==> config.mk <==
export PLATFORM = sky130hd
export DESIGN_NAME = audio_level_meter
export DESIGN_NICKNAME = d
export VERILOG_FILES = /design/src/rtl/audio_level_meter.sv
export SDC_FILE = /design/constraint.sdc
export NUM_CORES = 1
export LEC_CHECK = 0
export CORE_MARGIN = 1
export CORE_UTILIZATION = 40
export DETAILED_ROUTE_END_ITERATION = 7
export GPL_TIMING_DRIVEN = 0
export PLACE_DENSITY_LB_ADDON = 0.3
export SKIP_CTS_REPAIR_TIMING = 1
export SYNTH_ARGS = -nofsm -noshare
export SYNTH_HDL_FRONTEND = slang
export SYNTH_SLANG_ARGS = --single-unit
export TNS_END_PERCENT = 1
==> constraint.sdc <==
create_clock -name clk -period 11.5 [get_ports clk]
set_clock_uncertainty 0.15 [all_clocks]
set_input_delay 2.3 -clock clk [delete_from_list [all_inputs] [get_ports clk]]
set_output_delay 2.3 -clock clk [all_outputs]
set_load 0.02 [all_outputs]
==> src/rtl/audio_level_meter.sv <==
// Peak-hold level meter: |sample| doubled to full unsigned range, held, then decayed geometrically.
// Define AUDIO_LEVEL_METER_CLIP_EN to build the stretched clip indicator; otherwise clip is tied low.
module audio_level_meter #(
    parameter int DATA_BITS         = 24,
    parameter int HOLD_SAMPLES      = 4800,
    parameter int DECAY_SHIFT       = 10,
    parameter int CLIP_HOLD_SAMPLES = 24000
) (
    input  logic                 clk,
    input  logic                 rst,
    input  logic [DATA_BITS-1:0] sample_in,
    input  logic                 sample_valid,
    output logic [DATA_BITS-1:0] level_out,
    output logic                 level_valid,
    output logic                 clip
);
    localparam int HOLD_W = (HOLD_SAMPLES > 0) ? $clog2(HOLD_SAMPLES + 1) : 1;
    localparam logic [HOLD_W-1:0]    HOLD_LOAD  = HOLD_W'(HOLD_SAMPLES);
    localparam logic [HOLD_W-1:0]    HOLD_ONE   = HOLD_W'(1);
    localparam logic [DATA_BITS-1:0] LEVEL_ONE  = {{(DATA_BITS-1){1'b0}}, 1'b1};
    localparam logic [DATA_BITS-1:0] FULL_SCALE = '1;

    typedef enum logic [1:0] {IDLE, HOLD, DECAY} state_t;

    state_t                 state_q, state_d;
    logic [HOLD_W-1:0]      hold_cnt_q, hold_cnt_d;
    logic [DATA_BITS-1:0]   level_q, level_d;
    logic                   level_valid_q, level_valid_d;
    logic [DATA_BITS-1:0]   cand_q, cand_d;
    logic                   s1_valid_q, s1_valid_d;
    logic [DATA_BITS-1:0]   mag;
    logic [DATA_BITS-1:0]   step_raw;
    logic [DATA_BITS-1:0]   step;

    // The most negative sample has magnitude 2^(DATA_BITS-1), which doubles past full scale.
    always_comb begin
        mag        = sample_in[DATA_BITS-1] ? (~sample_in + LEVEL_ONE) : sample_in;
        s1_valid_d = sample_valid;
        cand_d     = cand_q;
        if (sample_valid) begin
            cand_d = mag[DATA_BITS-1] ? FULL_SCALE : {mag[DATA_BITS-2:0], 1'b0};
        end
    end

    always_comb begin
        state_d       = state_q;
        hold_cnt_d    = hold_cnt_q;
        level_d       = level_q;
        level_valid_d = s1_valid_q;
        step_raw      = level_q >> DECAY_SHIFT;
        step          = (step_raw == '0) ? LEVEL_ONE : step_raw;
        if (s1_valid_q) begin
            case (state_q)
                IDLE: begin
                    if (cand_q != '0) begin
                        level_d    = cand_q;
                        hold_cnt_d = HOLD_LOAD;
                        state_d    = HOLD;
                    end
                end
                HOLD: begin
                    if (cand_q >= level_q) begin
                        level_d    = cand_q;
                        hold_cnt_d = HOLD_LOAD;
                    end else if (hold_cnt_q > HOLD_ONE) begin
                        hold_cnt_d = hold_cnt_q - HOLD_ONE;
                    end else begin
                        hold_cnt_d = '0;
                        state_d    = DECAY;
                    end
                end
                DECAY: begin
                    if (cand_q >= level_q) begin
                        level_d    = cand_q;
                        hold_cnt_d = HOLD_LOAD;
                        state_d    = HOLD;
                    end else begin
                        level_d = level_q - step;
                        if (level_d == '0) begin
                            state_d = IDLE;
                        end
                    end
                end
                default: begin
                    level_d    = '0;
                    hold_cnt_d = '0;
                    state_d    = IDLE;
                end
            endcase
        end
    end

    always_ff @(posedge clk or negedge rst) begin
        if (!rst) begin
            cand_q        <= '0;
            s1_valid_q    <= 1'b0;
            state_q       <= IDLE;
            hold_cnt_q    <= '0;
            level_q       <= '0;
            level_valid_q <= 1'b0;
        end else begin
            cand_q        <= cand_d;
            s1_valid_q    <= s1_valid_d;
            state_q       <= state_d;
            hold_cnt_q    <= hold_cnt_d;
            level_q       <= level_d;
            level_valid_q <= level_valid_d;
        end
    end

    assign level_out   = level_q;
    assign level_valid = level_valid_q;

`ifdef AUDIO_LEVEL_METER_CLIP_EN
    localparam int CLIP_W = (CLIP_HOLD_SAMPLES > 0) ? $clog2(CLIP_HOLD_SAMPLES + 1) : 1;
    localparam logic [CLIP_W-1:0]    CLIP_LOAD = CLIP_W'(CLIP_HOLD_SAMPLES);
    localparam logic [CLIP_W-1:0]    CLIP_ONE  = CLIP_W'(1);
    localparam logic [DATA_BITS-1:0] MOST_POS  = {1'b0, {(DATA_BITS-1){1'b1}}};
    localparam logic [DATA_BITS-1:0] MOST_NEG  = {1'b1, {(DATA_BITS-1){1'b0}}};

    logic              clip_s1_q, clip_s1_d;
    logic              clip_q, clip_d;
    logic [CLIP_W-1:0] clip_cnt_q, clip_cnt_d;

    // clip stays high while the counter is still non-zero, so it covers CLIP_HOLD_SAMPLES later samples.
    always_comb begin
        clip_s1_d  = clip_s1_q;
        clip_d     = clip_q;
        clip_cnt_d = clip_cnt_q;
        if (sample_valid) begin
            clip_s1_d = (sample_in == MOST_POS) || (sample_in == MOST_NEG);
        end
        if (s1_valid_q) begin
            if (clip_s1_q) begin
                clip_d     = 1'b1;
                clip_cnt_d = CLIP_LOAD;
            end else if (clip_cnt_q != '0) begin
                clip_cnt_d = clip_cnt_q - CLIP_ONE;
            end else begin
                clip_d = 1'b0;
            end
        end
    end

    always_ff @(posedge clk or negedge rst) begin
        if (!rst) begin
            clip_s1_q  <= 1'b0;
            clip_q     <= 1'b0;
            clip_cnt_q <= '0;
        end else begin
            clip_s1_q  <= clip_s1_d;
            clip_q     <= clip_d;
            clip_cnt_q <= clip_cnt_d;
        end
    end

    assign clip = clip_q;
`else
    assign clip = 1'b0;
`endif

endmodule

==> results of run 1 <==
## sequential cells by signal (all words and copies together), names as in the netlist
name	count
hold_cnt_q	13
state_q	2
level_valid_d	1
level_valid	1
cand_q	24
level_out	24
## routing by layer
layer	GRT usage, %	vias up	wire length [um]
met4	10.9	0	575
met1	31.5	2453	7390
met3	3.52	37	811
met2	39.1	195	7380
li1	-	2544	-
met5	0	-	0
## final cells by class
class	instances	area [um^2]	share of cell area, %
plain buffers	30	138	2.15
clock buffers	13	270	4.21
clock inverters	2	12.5	0.195
inverters	50	188	2.93
multi-input cells	516	3450	53.8
flip-flops and latches	65	1630	25.4
well taps	176	220	3.43
repair buffers	51	508	7.92
## worst min-delay path: cells and delay by family (launching register included)
family	cells	cell delay [ns]
AOI/OAI and AO/OA	1	0.08
and+or+nand+nor	1	0.06
DFF	1	0.34
## cells in the final DEF, fill, tap and decap left out, drive strengths merged, types with 7 or more instances in the layout
master         count
nor2              76
a21oi             69
dfrtp             65
clkdlybuf4s50     50
inv               49
ha                42
nand2             40
o21ai             34
clkbuf            30
o22ai             23
xor2              22
xnor2             21
nor3              17
nor4              15
buf               14
nand3             12
a211oi            10
a31oi              9
or3                9
o21a               8
o31ai              8
nand2b             8
or4                7
## worst min-delay path by stage
stage / end / cells after the start
after floorplan: level_valid / 0
after detailed placement: hold_cnt_q[7] / 2
after CTS: hold_cnt_q[7] / 2
after global routing: hold_cnt_q[10] / 2
after global placement: hold_cnt_q[7] / 2
final: hold_cnt_q[7] / 2
## synthesized netlist by cell type, types with 5 or more instances
| cell type | instances |
|---|---|
| a211oi_1 | 9 |
| a21o_1 | 6 |
| a21oi_1 | 68 |
| a31oi_1 | 9 |
| buf_2 | 8 |
| clkbuf_1 | 17 |
| dfrtp_1 | 65 |
| ha_1 | 42 |
| inv_1 | 49 |
| nand2_1 | 40 |
| nand2b_1 | 6 |
| nand3_1 | 12 |
| nand4_1 | 6 |
| nor2_1 | 76 |
| nor2b_1 | 5 |
| nor3_1 | 14 |
| nor4_1 | 14 |
| o21a_1 | 8 |
| o21ai_0 | 30 |
| o22ai_1 | 23 |
| o31ai_1 | 7 |
| o41ai_1 | 5 |
| or3_1 | 7 |
| xnor2_1 | 21 |
| xor2_1 | 22 |
## metrics by stage
| step | setup WS [ns] | power, W |
|---|---|---|
| 6_report | 6.95 | 0.00208 |
| 5_1_grt | 6.81 | 0.00225 |
| 4_1_cts | 6.96 | 0.00206 |
| 3_5_place_dp | 6.63 | 0.00179 |
| 3_3_place_gp | 5.80 | 0.00176 |
| 2_1_floorplan | 7.26 | 0.00138 |
## logic make-up (layout without fill, tap and decap cells)
logic type,count (synthesis),count (layout),synth area share [%]
AND/OR/NAND/NOR,216,216,20.6
AO/OA/AOI/OAI,209,209,25.3
buffers and inverters,80,146,6.02
flip-flops,65,65,30.1
adder cells (fa/ha/maj),44,44,10.3
XOR/XNOR,43,43,6.97
multiplexers,3,3,0.602
other,1,1,0.0694
## report_power, final
group          internal (W)  switching (W)  total, W
clock              0.000162      0.0000954  0.000257
combinational      0.000554       0.000836   0.00139
sequential         0.000305       0.000126  0.000431
total               0.00102        0.00106   0.00208
==> run metrics, run 1 <==
DR vias/cell=5.79; Final nets=793; hold violation total from the final report=0; slowest CP cell=or4_4; Die Wd=118 um; Initial DRC Count=about 430; Worst R2R Path Depth=14; Crit Path Class=in2reg; Synth async-reset ratio=100%; total wire length=roughly 16000 um; Critical Path End=cand_q[20]; Hold Path Class=reg2reg; Slew Limit Fails=0; FF-to-FF Start=level_out[17]; row count=42; number of H-tree levels=3; Critical Path RT=11.56 ns; CTS tree=built; largest net degree at the start of global routing=66; Clock Tree Buf Depth=2; HP Start=hold_cnt_q[7]; gr usage total=24.0%; Post-DP Area=0.00613 mm^2; cts bufs inserted=9; r2r endpoint=state_q[1]; Die Ht=118 um; critical path's top delay family=simple AND/OR/NAND/NOR gates; share of layout cells above drive strength 1=~7.4%; final core occ=48.6%; Clock Sinks=65; Ant. Diodes=0; status=finished with violations; CP Launch Type=primary input; cell area after synthesis=0.00540 mm^2; routed vias=5229; Clk Latency, worst-skew pair=0.33 ns; clock-pin slew on the worst setup and hold paths=0.06 ns; Layout Area Growth over Synthesis=18.7%; Syn Nets=731; Worst Tran Pin Value=between 0.8 and 0.9 ns; vias in the first global route=5192; Tcrit/Tclk final=39.6%; Post-Place Cells=888; Final setup viols=0; EDFF count, synth=0; # fillers=1300; Worst setup startpoint=sample_in[7]; CP arrival=4.61 ns; count of different cell masters after synthesis=slightly above 80; YS warnings=0; Power Density=324 mW/mm^2; GPL Wtd Cong=0.906; I/O pin count=53; Layout Cells excl Fill=903; grt ovf=0; fmax=220 MHz; setup tns final=0 ns; P_leak=2.70 nW; share of Yosys cell area claimed by the top area cell type=between 30% and 40%; cells along the critical path=clkdlybuf4s50_1 > nor4_2 > nand3_1 > or4_4 > nand2b_4 > a211oi_1 > a31oi_1 > mux2_2; Post-synth top flop=dfrtp_1; post-DP HPWL=12600 um; reg2reg setup slack=7.21 ns; DRT antenna net count=0; area leader, netlist=dfrtp_1; Root Driver=clkbuf_16; peak supply drop=0.104 mV; Worst slew margin=approximately 44%; drt drc=2; Initial Util=41.0%; IO Port Bufs=51; minimum clock period=4.55 ns; die area=around 0.014 mm^2; global-route wire length before repair=26600 um; Avg Cell Area, Syn=8.17 um^2; number of detailed-route iterations in the first pass=8; Wirelength per Cell=approximately 18 um; Buf/Inv on CP=1; initial antenna violation count=0; critical path fanouts, max=5; hold_ws=0.365 ns; cell count after synthesis=661; failing checks=DRC; RSZ-0062 raised after global routing=false; largest cells by area after synthesis=dfrtp_1 (30%), ha_1 (9.7%), a21oi_1 (6.3%); maxcap violations=0; Seq/Total Area, Yosys=30.1%; CP peak stage delay=between 0.5 and 0.6 ns; CP endpoint kind=flop; number of synthesized register bits=65; final instance area=0.00641 mm^2; core footprint=roughly 0.013 mm^2; CP Depth=8
(Power assumes the default switching activity.)
==> run 2: changes to the inputs <==
==> constraint.sdc (replaced) <==
create_clock -name clk -period 3.7 [get_ports clk]
set_clock_uncertainty 0.15 [all_clocks]
set_input_delay 0.74 -clock clk [delete_from_list [all_inputs] [get_ports clk]]
set_output_delay 0.74 -clock clk [all_outputs]
set_load 0.02 [all_outputs]
==> run 2 against run 1 <==
Effect of this change:
- via count grew 1.6%
- final area is 2.0% higher
- sequential share of layout area shrank 0.43 points
- combinational power grew to 3.2 times the previous value
- critical endpoint is now state_q[1]
- the flow finishes with violations (setup timing)
- core utilization grew 0.95 points
- largest cell class unchanged
==> run metrics, run 2 (synthesis gave the netlist of run 1 again) <==
status=finished with violations (unchanged); failing checks=setup timing (was DRC); Hold Path Class=in2async (was reg2reg); routed vias=5312 (was 5229); Slew Limit Fails=0 (unchanged); CP endpoint kind=flop (unchanged); Wirelength per Cell=17.8 um (was 17.9 um); share of layout cells above drive strength 1=9.58% (was 7.43%); vias in the first global route=5149 (was 5192); Root Driver=clkbuf_16 (unchanged); Clock Tree Buf Depth=2 (unchanged); FF-to-FF Start=level_out[17] (unchanged); drt drc=0 (was 2); peak supply drop=0.306 mV (was 0.104 mV); Worst Tran Pin Value=0.832 ns (was 0.847 ns); Final nets=797 (was 793); die area=0.0140 mm^2 (unchanged); Die Wd=118 um (unchanged); number of H-tree levels=3 (unchanged); initial antenna violation count=0 (unchanged); P_leak=2.76 nW (was 2.70 nW); I/O pin count=53 (unchanged); cells along the critical path=or4_4 > or3_4 > nor3_4 > a41o_1 > ha_2 > fa_2 > nand2b_4 > a21oi_2 > a31o_4 > o21ai_4 > nand4_1 > or4_1 > a31o_1 > o211ai_2 (was clkdlybuf4s50_1 > nor4_2 > nand3_1 > or4_4 > nand2b_4 > a211oi_1 > a31oi_1 > mux2_2); Post-DP Area=0.00613 mm^2 (about the same); CTS tree=built (unchanged); global-route wire length before repair=26400 um (was 26600 um); setup ws final=-0.348 ns (was 6.95 ns); Initial DRC Count=429 (was 432); core footprint=0.0132 mm^2 (unchanged); Critical Path RT=3.81 ns (was 11.56 ns); total wire length=16100 um (was 16200 um); critical path fanouts, max=5 (unchanged); Top Layer Used=met4 (unchanged); DRT antenna net count=0 (unchanged); fmax=approximately 250 MHz; clock-pin slew on the worst setup and hold paths=0.06 ns (about the same); final core occ=49.6% (was 48.6%); cts bufs inserted=9 (unchanged); number of detailed-route iterations in the first pass=5 (was 8); Tcrit/Tclk final=109%; Routed met1 length=7320 um (was 7390 um); CP Launch Type=flop (was primary input); CP arrival=4.16 ns (was 4.61 ns); Crit Path Class=reg2reg (was in2reg); Initial Util=41.0% (unchanged); Clock Sinks=65 (unchanged); minimum clock period=around 4.0 ns; reg2reg setup slack=-0.35 ns (was 7.21 ns); Layout Area Growth over Synthesis=21.0% (was 18.7%); Ant. Diodes=0 (unchanged); r2r endpoint=state_q[1] (unchanged); grt ovf=0 (unchanged); largest net degree at the start of global routing=66 (unchanged); IO Port Bufs=51 (unchanged); gr usage total=24.0% (about the same); Clk Latency, worst-skew pair=0.34 ns (was 0.33 ns); Worst slew margin=44.5% (was 43.6%); maxcap violations=0 (unchanged); Power Density=1030 mW/mm^2 (was 324 mW/mm^2); hold violation total from the final report=0 (unchanged); CP peak stage delay=0.54 ns (about the same); Die Ht=118 um (unchanged); Final setup viols=5 (was 0); Worst R2R Path Depth=14 (unchanged); final instance area=0.00654 mm^2 (was 0.00641 mm^2); DR WL met2=7300 um (was 7380 um); most frequent cells in the layout=nor2_1 (76), a21oi_1 (67), dfrtp_1 (62), clkdlybuf4s50_1 (50), inv_1 (49) (was nor2_1 (76), a21oi_1 (68), dfrtp_1 (65), clkdlybuf4s50_1 (50), inv_1 (49)); DR vias/cell=5.86 (was 5.79); slowest CP cell=or4_4 (unchanged); post-DP HPWL=12300 um (was 12600 um); RSZ-0062 raised after global routing=true (was false); commonest non-fill, non-tap cell in the layout=nor2_1 (unchanged); Met3 Routed Length=968 um (was 811 um); GPL Wtd Cong=0.910 (was 0.906); row count=42 (unchanged)
run 2: changes by cell type in the layout (fill, tap and decap cells not counted), sizes merged:
cell      change
bufinv        +2
clkinvlp      -1
buf           +4
clkbuf        -1
run 2: layout make-up:
class | instances | area [um^2]
flip-flops and latches | 65 | 1630
fillers | 1266 | 6650
repair buffers | 55 | 538
multi-input cells | 516 | 3510
clock inverters | 3 | 65.1
clock buffers | 12 | 246
plain buffers | 30 | 139
inverters | 50 | 188
well taps | 176 | 220
run 2: worst max-delay path, delay by kind of cell (launching register included):
family	cells	cell delay (ns)
flops	1	0.46
simple gates	6	1.88
compound gates	6	1.07
fa+ha+maj	2	0.42
run 2: worst max path at each step:
stage	startpoint	cells past startpoint	to
4_1_cts	level_out[17]	14	state_q[1]
3_3_place_gp	rst	1	level_out[17]
5_1_grt	level_out[16]	14	state_q[1]
6_report	level_out[17]	14	state_q[1]
3_5_place_dp	level_out[17]	14	state_q[1]
2_1_floorplan	level_out[16]	14	state_q[1]
run 2: routing by layer:
layer	vias to the layer above	track usage (%)
li1	2538	-
met1	2529	31.6
met2	203	38.7
met3	42	3.47
met4	0	11.2
met5	-	0
run 2: power breakdown:
group          switching [W]  total, W  internal (W)
clock network       0.000303  0.000906      0.000603
logic                0.00265   0.00445       0.00180
registers           0.000397   0.00135      0.000953
total                0.00335   0.00671       0.00336
run 2: per-stage QoR:
| stage | power [W] | setup TNS, ns | hold slack, ns | instances | setup slack [ns] |
|---|---|---|---|---|---|
| floorplan | 0.00430 | -0.0561 | 0.276 | 661 | -0.0561 |
| global placement | 0.00547 | -26.05 | 0.370 | 888 | -0.618 |
| detailed placement | 0.00555 | -0.822 | 0.362 | 888 | -0.384 |
| CTS | 0.00651 | -1.02 | 0.381 | 903 | -0.425 |
| global route | 0.00721 | -1.97 | 0.403 | 907 | -0.456 |
| finish | 0.00671 | -0.681 | 0.352 | 907 | -0.348 |
==> run 3: changes to the inputs <==
--- a/config.mk
+++ b/config.mk
@@ -5,6 +5,8 @@
 export SDC_FILE = /design/constraint.sdc
 export NUM_CORES = 1
 export LEC_CHECK = 0
+export CELL_PAD_IN_SITES_DETAIL_PLACEMENT = 1
+export CELL_PAD_IN_SITES_GLOBAL_PLACEMENT = 1
 export CORE_MARGIN = 1
 export CORE_UTILIZATION = 40
 export DETAILED_ROUTE_END_ITERATION = 7
==> run 3 against run 2 <==
Effect of this change:
- worst setup slack lost 0.056 ns
- first-iteration DRC count shrank 24%
- via count increased by 1.2%
- flip-flop and latch count is the same
- cell count grew 0.99%
- non-clock buffer count is 8 higher
- core utilization up 0.32 points
- hold slack improved by 0.025 ns
- combinational power increased by 5.2%
- clock power down 7.4%
- die area stayed put
- highest routed layer unchanged
- register-to-register slack lost 0.06 ns
- the run still ends with setup timing left
==> run metrics, run 3 (synthesis gave the netlist of run 1 again) <==
minimum clock period=4.10 ns (was 4.05 ns); RSZ-0062 raised after global routing=true (unchanged); Hold Path Class=in2async (unchanged); Tcrit/Tclk final=111% (was 109%); DR vias/cell=5.87 (was 5.86); GPL Wtd Cong=0.896 (was 0.910); switch share=50.9% (was 49.9%); clock-pin slew on the worst setup and hold paths=0.06 ns (about the same); Crit Path Class=reg2reg (unchanged); vias in the first global route=5529 (was 5149); Power Density=1040 mW/mm^2 (was 1030 mW/mm^2); peak supply drop=0.266 mV (was 0.306 mV); Worst Tran Pin Value=0.851 ns (was 0.832 ns); Slew Limit Fails=0 (unchanged); Gate power share=68.2% (was 66.4%); IO Port Bufs=51 (unchanged); grt ovf=0 (unchanged); Worst slew margin=43.3% (was 44.5%); Initial Util=41.0% (unchanged); Critical Path RT=3.80 ns (was 3.81 ns); critical path's top delay family=simple AND/OR/NAND/NOR gates (unchanged); routed vias=5374 (was 5312); CP Launch Type=flop (unchanged); Layout Area Growth over Synthesis=21.8% (was 21.0%); setup ws final=-0.404 ns (was -0.348 ns); Worst R2R Path Depth=14 (unchanged); Root Driver=clkbuf_16 (unchanged); row count=42 (unchanged); number of H-tree levels=3 (unchanged); status=finished with violations (unchanged); die area=0.0140 mm^2 (unchanged); CP arrival=4.20 ns (was 4.16 ns); multi-input logic area=0.00352 mm^2 (was 0.00351 mm^2); Buf/Inv on CP=0 (unchanged); share of layout cells above drive strength 1=10.5% (was 9.58%); Initial DRC Count=328 (was 429); # fillers=1604 (was 1266); CP endpoint kind=flop (unchanged); Final setup viols=9 (was 5); Clock Tree Buf Depth=2 (unchanged); Clk Latency, worst-skew pair=0.33 ns (was 0.34 ns); register area=0.00163 mm^2 (unchanged); initial antenna violation count=0 (unchanged); pre-CTS setup slack=-0.558 ns (was -0.384 ns); number of detailed-route iterations in the first pass=5 (unchanged); P_leak=2.78 nW (was 2.76 nW); hold violation total from the final report=0 (unchanged); internal power=0.00337 W (was 0.00336 W); most frequent cells in the layout=nor2_1 (76), a21oi_1 (67), dfrtp_1 (62), clkdlybuf4s50_1 (50), inv_1 (49) (unchanged); DRT antenna net count=0 (unchanged); post-DP HPWL=14100 um (was 12300 um); switching power=0.00349 W (was 0.00335 W); maxcap violations=0 (unchanged); Clock Sinks=65 (unchanged); failing checks=setup timing (unchanged); cts bufs inserted=9 (unchanged); commonest non-fill, non-tap cell in the layout=nor2_1 (unchanged); slowest CP cell=or4_4 (unchanged); Ant. Diodes=0 (unchanged); largest net degree at the start of global routing=66 (unchanged); critical path fanouts, max=5 (unchanged); cells along the critical path=or4_4 > or3_4 > nor3_4 > a41o_1 > ha_2 > fa_2 > nand2b_4 > a21oi_2 > a31o_4 > o21ai_4 > nand4_1 > or4_1 > a31o_1 > o211ai_2 (unchanged); CTS tree=built (unchanged); sequential share of power=19.6% (was 20.1%); Wirelength per Cell=19.9 um (was 17.8 um); fmax=244 MHz (was 247 MHz); Die Ht=118 um (unchanged); Die Wd=118 um (unchanged); Post-DP Area=0.00613 mm^2 (unchanged); CP Depth=14 (unchanged); drt drc=0 (unchanged); global-route wire length before repair=29600 um (was 26400 um); gr usage total=26.9% (was 24.0%); CP peak stage delay=0.55 ns (was 0.54 ns); Final nets=805 (was 797); core footprint=0.0132 mm^2 (unchanged); final instance area=0.00658 mm^2 (was 0.00654 mm^2); total wire length=18200 um (was 16100 um); clock power share=12.2% (was 13.5%); I/O pin count=53 (unchanged)
-- run 3: metal layers --
metal / global-route usage [%] / share of wire (%) / vias to the layer above
li1: - / - / 2558
met1: 34.9 / 45 / 2650
met2: 45.8 / 49 / 142
met3: 3.38 / 3.8 / 24
met4: 9.54 / 1.9 / 0
met5: 0 / 0 / -
-- run 3: final timing paths --
kind,startpoint,to,slack (ns)
worst max-delay path,level_out[16],state_q[1],-0.40
worst min-delay path,rst,hold_cnt_q[2],0.38
worst max register to register,level_out[16],state_q[1],-0.40
worst min register to register,hold_cnt_q[7],hold_cnt_q[7],0.38
max in group asynchronous,rst,level_out[17],2.42
min in group clk,hold_cnt_q[7],hold_cnt_q[7],0.38
-- run 3: area by class of cell --
| cell class | instances | area share [%] |
|---|---|---|
| inverter | 50 | 2.85 |
| multi-input combinational | 516 | 53.4 |
| clock buffer | 13 | 3.80 |
| buffer | 30 | 2.09 |
| tap | 176 | 3.35 |
| clock inverter | 3 | 0.608 |
| timing repair buffer | 63 | 9.09 |
| sequential | 65 | 24.8 |
-- run 3: per-stage QoR --
stage	cells	power (W)	hold WS, ns	setup TNS [ns]	utilization, %
finish	916	0.00686	0.376	-1.50	49.9
CTS	904	0.00660	0.378	-2.59	48.7
detailed placement	888	0.00568	0.367	-2.11	46.5
global placement	888	0.00553	0.340	-28.64	46.5
floorplan	661	0.00430	0.276	-0.0561	-
global route	916	0.00739	0.434	-3.06	49.9
-- run 3: power groups by stage --
| stage | registers [W] | clock network [W] | logic, W |
|---|---|---|---|
| 2_1_floorplan | 0.00136 | 0 | 0.00294 |
| 3_3_place_gp | 0.00134 | 0 | 0.00419 |
| 3_5_place_dp | 0.00135 | 0 | 0.00433 |
| 4_1_cts | 0.00135 | 0.000847 | 0.00440 |
| 5_1_grt | 0.00138 | 0.000882 | 0.00513 |
| 6_report | 0.00134 | 0.000839 | 0.00468 |
